--- src/rtl/alu_result_select_pipe_if.sv ---
// Handshake/data bundle for alu_result_select_pipe: upstream select inputs and downstream result.
// Carries sel_err/err_count only when OPSEL_ONEHOT_CHECK_EN is defined.
interface alu_result_select_pipe_if #(
    parameter int unsigned WIDTH    = 32,
    parameter int unsigned N_OPS    = 8,
    parameter int unsigned N_FLAGS  = 3,
    parameter int unsigned ERRCNT_W = 8
);
    logic                     in_valid;
    logic                     in_ready;
    logic [N_OPS*WIDTH-1:0]   op_data;
    logic [N_OPS-1:0]         op_sel;
    logic [N_FLAGS-1:0]       flag_in;
    logic [N_FLAGS-1:0]       flag_sel;
    logic                     out_valid;
    logic                     out_ready;
    logic [WIDTH-1:0]         result;
    logic [N_FLAGS-1:0]       flags;
    logic                     zero;
`ifdef OPSEL_ONEHOT_CHECK_EN
    logic                     sel_err;
    logic [ERRCNT_W-1:0]      err_count;
`endif

    if (ERRCNT_W < 1) begin : g_errcnt_check
        $error("ERRCNT_W must be at least 1");
    end

    modport master (
`ifdef OPSEL_ONEHOT_CHECK_EN
        input  sel_err, err_count,
`endif
        output in_valid, op_data, op_sel, flag_in, flag_sel, out_ready,
        input  in_ready, out_valid, result, flags, zero
    );

    modport slave (
`ifdef OPSEL_ONEHOT_CHECK_EN
        output sel_err, err_count,
`endif
        input  in_valid, op_data, op_sel, flag_in, flag_sel, out_ready,
        output in_ready, out_valid, result, flags, zero
    );
endinterface

--- src/rtl/alu_result_select_pipe.sv ---
// One-hot ALU result/flag selector registered into a 2-entry skid buffer (valid/ready both sides).
// Optional OPSEL_ONEHOT_CHECK_EN adds per-entry sel_err and a saturating err_count.
module alu_result_select_pipe #(
    parameter int unsigned WIDTH    = 32,
    parameter int unsigned N_OPS    = 8,
    parameter int unsigned N_FLAGS  = 3,
    parameter int unsigned ERRCNT_W = 8
) (
    input logic                    clk,
    input logic                    rst,
    alu_result_select_pipe_if.slave bus
);
    if (WIDTH < 1 || N_OPS < 1 || N_FLAGS < 1 || ERRCNT_W < 1) begin : g_param_check
        $error("alu_result_select_pipe: parameters must be at least 1");
    end

    typedef enum logic [1:0] {StEmpty, StOne, StTwo} state_e;

    typedef struct packed {
        logic [WIDTH-1:0]   result;
        logic [N_FLAGS-1:0] flags;
        logic               zero;
`ifdef OPSEL_ONEHOT_CHECK_EN
        logic               err;
`endif
    } entry_t;

    state_e state_q, state_d;
    entry_t head_q, head_d, skid_q, skid_d;
    entry_t sel_entry;
    logic   push, pop;

    // Multiple select bits give the OR of the selected lanes by design.
    always_comb begin
        sel_entry = '0;
        for (int k = 0; k < int'(N_OPS); k++) begin
            sel_entry.result = sel_entry.result
                             | (bus.op_data[k*WIDTH +: WIDTH] & {WIDTH{bus.op_sel[k]}});
        end
        sel_entry.flags = bus.flag_in & bus.flag_sel;
        sel_entry.zero  = (sel_entry.result == '0);
`ifdef OPSEL_ONEHOT_CHECK_EN
        sel_entry.err   = ((bus.op_sel & (bus.op_sel - N_OPS'(1))) != '0)
                        || ((bus.op_sel == '0) && (bus.flag_sel == '0));
`endif
    end

    assign push = bus.in_valid && bus.in_ready;
    assign pop  = bus.out_valid && bus.out_ready;

    always_ff @(posedge clk) begin
        if (rst) begin
            state_q <= StEmpty;
        end else begin
            state_q <= state_d;
        end
    end

    always_comb begin
        state_d = state_q;
        head_d  = head_q;
        skid_d  = skid_q;
        unique case (state_q)
            StEmpty: begin
                if (push) begin
                    state_d = StOne;
                    head_d  = sel_entry;
                end
            end
            StOne: begin
                if (push && !pop) begin
                    state_d = StTwo;
                    skid_d  = sel_entry;
                end else if (push && pop) begin
                    head_d  = sel_entry;
                end else if (pop) begin
                    state_d = StEmpty;
                end
            end
            StTwo: begin
                if (pop) begin
                    state_d = StOne;
                    head_d  = skid_q;
                end
            end
            default: state_d = StEmpty;
        endcase
    end

    // in_ready depends only on state and rst, never on out_ready.
    always_comb begin
        bus.in_ready  = (state_q != StTwo) && !rst;
        bus.out_valid = (state_q != StEmpty);
        bus.result    = head_q.result;
        bus.flags     = head_q.flags;
        bus.zero      = head_q.zero;
    end

    always_ff @(posedge clk) begin
        if (rst) begin
            head_q      <= '0;
            head_q.zero <= 1'b1;
            skid_q      <= '0;
        end else begin
            head_q <= head_d;
            skid_q <= skid_d;
        end
    end

`ifdef OPSEL_ONEHOT_CHECK_EN
    logic [ERRCNT_W-1:0] err_count_q;

    always_ff @(posedge clk) begin
        if (rst) begin
            err_count_q <= '0;
        end else if (push && sel_entry.err && (err_count_q != '1)) begin
            err_count_q <= err_count_q + ERRCNT_W'(1);
        end
    end

    assign bus.sel_err   = head_q.err;
    assign bus.err_count = err_count_q;
`endif
endmodule

--- src/flat_wrapper.sv ---
// flat-port wrapper written by rule: the top's interface ports become plain ports
module alu_result_select_pipe_flat 
#(
    parameter int unsigned WIDTH    = 32,
    parameter int unsigned N_OPS    = 8,
    parameter int unsigned N_FLAGS  = 3,
    parameter int unsigned ERRCNT_W = 8
)
  (clk, rst, bus_in_valid, bus_op_data, bus_op_sel, bus_flag_in, bus_flag_sel, bus_out_ready, bus_in_ready, bus_out_valid, bus_result, bus_flags, bus_zero);
  alu_result_select_pipe_if #(.WIDTH(WIDTH), .N_OPS(N_OPS), .N_FLAGS(N_FLAGS), .ERRCNT_W(ERRCNT_W)) bus_i ();
  input logic clk;
  input logic rst;
  input wire logic [$bits(bus_i.in_valid)-1:0] bus_in_valid;
  input wire logic [$bits(bus_i.op_data)-1:0] bus_op_data;
  input wire logic [$bits(bus_i.op_sel)-1:0] bus_op_sel;
  input wire logic [$bits(bus_i.flag_in)-1:0] bus_flag_in;
  input wire logic [$bits(bus_i.flag_sel)-1:0] bus_flag_sel;
  input wire logic [$bits(bus_i.out_ready)-1:0] bus_out_ready;
  output wire logic [$bits(bus_i.in_ready)-1:0] bus_in_ready;
  output wire logic [$bits(bus_i.out_valid)-1:0] bus_out_valid;
  output wire logic [$bits(bus_i.result)-1:0] bus_result;
  output wire logic [$bits(bus_i.flags)-1:0] bus_flags;
  output wire logic [$bits(bus_i.zero)-1:0] bus_zero;
  assign bus_i.in_valid = bus_in_valid;
  assign bus_i.op_data = bus_op_data;
  assign bus_i.op_sel = bus_op_sel;
  assign bus_i.flag_in = bus_flag_in;
  assign bus_i.flag_sel = bus_flag_sel;
  assign bus_i.out_ready = bus_out_ready;
  assign bus_in_ready = bus_i.in_ready;
  assign bus_out_valid = bus_i.out_valid;
  assign bus_result = bus_i.result;
  assign bus_flags = bus_i.flags;
  assign bus_zero = bus_i.zero;
  alu_result_select_pipe #(.WIDTH(WIDTH), .N_OPS(N_OPS), .N_FLAGS(N_FLAGS), .ERRCNT_W(ERRCNT_W)) u_core (.clk(clk), .rst(rst), .bus(bus_i));
endmodule
--- config.mk ---
export PLATFORM = sky130hd
export DESIGN_NAME = alu_result_select_pipe_flat
export DESIGN_NICKNAME = d
export VERILOG_FILES = /design/src/rtl/alu_result_select_pipe_if.sv /design/src/rtl/alu_result_select_pipe.sv /design/src/flat_wrapper.sv
export SDC_FILE = /design/constraint.sdc
export NUM_CORES = 1
export LEC_CHECK = 0
export CORE_AREA = 2 2 120 122
export CTS_CLUSTER_DIAMETER = 200
export DETAILED_ROUTE_END_ITERATION = 10
export DIE_AREA = 0 0 122 124
export MAX_ROUTING_LAYER = met4
export PLACE_DENSITY = 0.74
export REMOVE_ABC_BUFFERS = 1
export SLEW_MARGIN = 25
export SYNTH_ARGS = -nofsm -noshare
export SYNTH_HDL_FRONTEND = slang
export SYNTH_SLANG_ARGS = --single-unit
--- constraint.sdc ---
create_clock -name clk -period 4 [get_ports clk]
set_clock_uncertainty 0.15 [all_clocks]
set_input_delay 0.4 -clock clk [delete_from_list [all_inputs] [get_ports clk]]
set_output_delay 0.4 -clock clk [all_outputs]
set_load 0.02 [all_outputs]
==> metrics.cfg <==
[run_status]
status=completed

[power]
switching_share=0.282
clkPwrFrac=0.334
powerDensity_mw_per_mm2=282
internal_power_uw=1580
seqPwrFrac=0.363
switchingPower_uw=619
ir_drop_uv=169
p_leak_uw=0.00292
p_comb_frac=0.303

[global_routing]
grt_max_degree=49
overflow=0
track_usage=0.263
antenna_found_initial=0
grt_first_pass_wirelength_um=29900
grt_pass1_vias=5851

[cts]
cts_setup_buffers=0
hold_buffers=0
post_cts_resize_count=0
cts_buffers=9
cts_tree=yes
ctsHtreeMaxLevel=3
clk_pin_slew_ns=0.06
cts-root-buf=clkbuf_16
clk_latency_ns=0.33
cts.sinks=74
clockBufferDepth=2

[setup_path]
start_kind=primary input
critPathMaxFanout=32
cpPeakStageDelay_ns=0.58
cp_data_arrival_time_ns=2.79
cp_common_cell=nand4_1
cp_cell_sequence=clkdlybuf4s50_1, buf_4, a22oi_1, nand4_1, nor4_1, nand4_1, or2_1, a221oi_2
critPathBufInv=2
cp_top_family=simple AND/OR/NAND/NOR gates
worstSetupPathType=in -> reg
required_ns=4.09
worst_path_max_delay_cell=nor4_1
cp-end-kind=flip-flop
regToRegSetupSlack_ns=1.83

[die]
die_area_mm2=0.0151
die_y_um=124
io_pins=312
fp-row-count=43
initial_core_util=0.314
core_mm2=0.0137
die_w_um=122

[finish]
nNetsFinal=1160
syn_to_final_growth_pct=81.1
final_common_cell=clkdlybuf4s50_1
layout_common_cells=clkdlybuf4s50_1, nor2_1, a22oi_1
final_layout_size_suffix_gt1_frac=0.0438
diodes=0

[timing]
period_minus_slack_ns=2.70
slew_violations=0
worst_pin_slew_ns=0.888
hold_viol_final=0
slew_headroom=0.408
setup-tns-final_ns=0
setup_viol=0
max_freq_ghz=0.371
timing.hold.ws_ns=0.303
finalCritPeriodShare=0.674
rsz0062_at_grt=false

[yosys]
async_flop_share=0
synthesis.area_mm2=0.00430
synth_ff_type=dfxtp_1
ys_seq_elements=74
synth-edff-count=0
netlist_instances=604
seq_area_frac_synth=0.344
yosys_warnings=0
syn_avg_cell_area_um2=7.13
yosysUniqueCellTypes=26

[detailed_routing]
via_per_inst=5.48
wl_per_cell_um=18.8
vias=5868
ant_nets=0
drtPass1Iterations=5
drt_drc_violations_left=0
wl_um=20200
drt_iter0_drc=410

[flow_run]
drv_cap=0

[placed_design]
place.gp.congestion=0.852
dp_hpwl_um=14500
io_buffers=311

[worst_hold_path]
hold_path_class=in -> reg

## power groups by stage
stage          Combinational, uW  Clock [uW]  Sequential (uW)
6_report                     665         735              797
5_1_grt                      716         792              801
4_1_cts                      665         755              797
3_5_place_dp                 662           0              813
3_3_place_gp                 660           0              813
2_1_floorplan                179           0              845
## worst paths after layout
kind / startpoint / to / depth (start not counted)
worst max-delay path: bus_op_sel[6] / u_core.bus.zero$_SDFFE_PP1P_ / 8
worst min-delay path: rst / u_core.skid_q[0]$_SDFFE_PP0P_ / 4
worst max register to register: u_core.state_q[0]$_SDFFE_PP0P_ / u_core.bus.result[11]$_SDFFE_PP0P_ / 7
worst min register to register: u_core.skid_q[2]$_SDFFE_PP0P_ / u_core.skid_q[2]$_SDFFE_PP0P_ / 2
## synthesized netlist by cell type, types with 2 or more instances
library cell | instances | area [um^2]
a21oi_1 | 44 | 220
nor2b_1 | 2 | 12.5
buf_2 | 15 | 75.1
nand3_1 | 7 | 35.0
nand2b_1 | 3 | 18.8
dfxtp_1 | 74 | 1480
a22oi_1 | 128 | 961
buf_4 | 3 | 22.5
nand2_1 | 6 | 22.5
buf_6 | 2 | 22.5
clkbuf_1 | 32 | 120
nor4_1 | 9 | 56.3
nor2_1 | 167 | 627
nor3_1 | 65 | 325
buf_1 | 3 | 11.3
nand4_1 | 34 | 213
## layout make-up
class                      instances  area [um^2]
clock buffer                       9          225
clock inverter                     7         46.3
fill                            1322         5920
inverter                           1         3.75
multi-input combinational        474         2590
sequential                        74         1480
tap                              180          225
timing repair buffer             326         3220
## worst min-delay path, cell delays in order
cell     delay (ns)
buf_2          0.10
inv_1          0.08
nand3_1        0.09
o21ai_0        0.07
## routing by layer
layer / GRT usage / vias up / wire length [um]
met5: - / - / 0
met4: 0.101 / 0 / 536
met3: 0.0568 / 36 / 1750
met2: 0.466 / 316 / 9980
met1: 0.290 / 2709 / 7900
li1: - / 2807 / -
## sequential cells by signal, indices dropped and copies added (netlist names)
signal / cells
u_core.bus.result: 32
u_core.skid_q: 36
u_core.bus.zero: 1
u_core.state_q: 2
u_core.bus.flags: 3
## metrics by stage
stage / cell area [um^2] / utilization / setup slack (ns) / std cells / power [uW]
3_3_place_gp: 7520 / 0.548 / 0.902 / 1055 / 1470
2_1_floorplan: 4050 / - / 0.472 / 549 / 1020
5_1_grt: 7790 / 0.568 / 1.09 / 1071 / 2310
4_1_cts: 7790 / 0.568 / 1.27 / 1071 / 2220
6_report: 7790 / 0.568 / 1.30 / 1071 / 2200
3_5_place_dp: 7520 / 0.548 / 0.918 / 1055 / 1480
## kinds of logic after synthesis
group | Yosys count | synth area share
compound gates | 176 | 0.283
simple gates | 298 | 0.313
buf+inv | 56 | 0.0593
flops | 74 | 0.344
No activity file was read; power rests on OpenSTA's default activity.
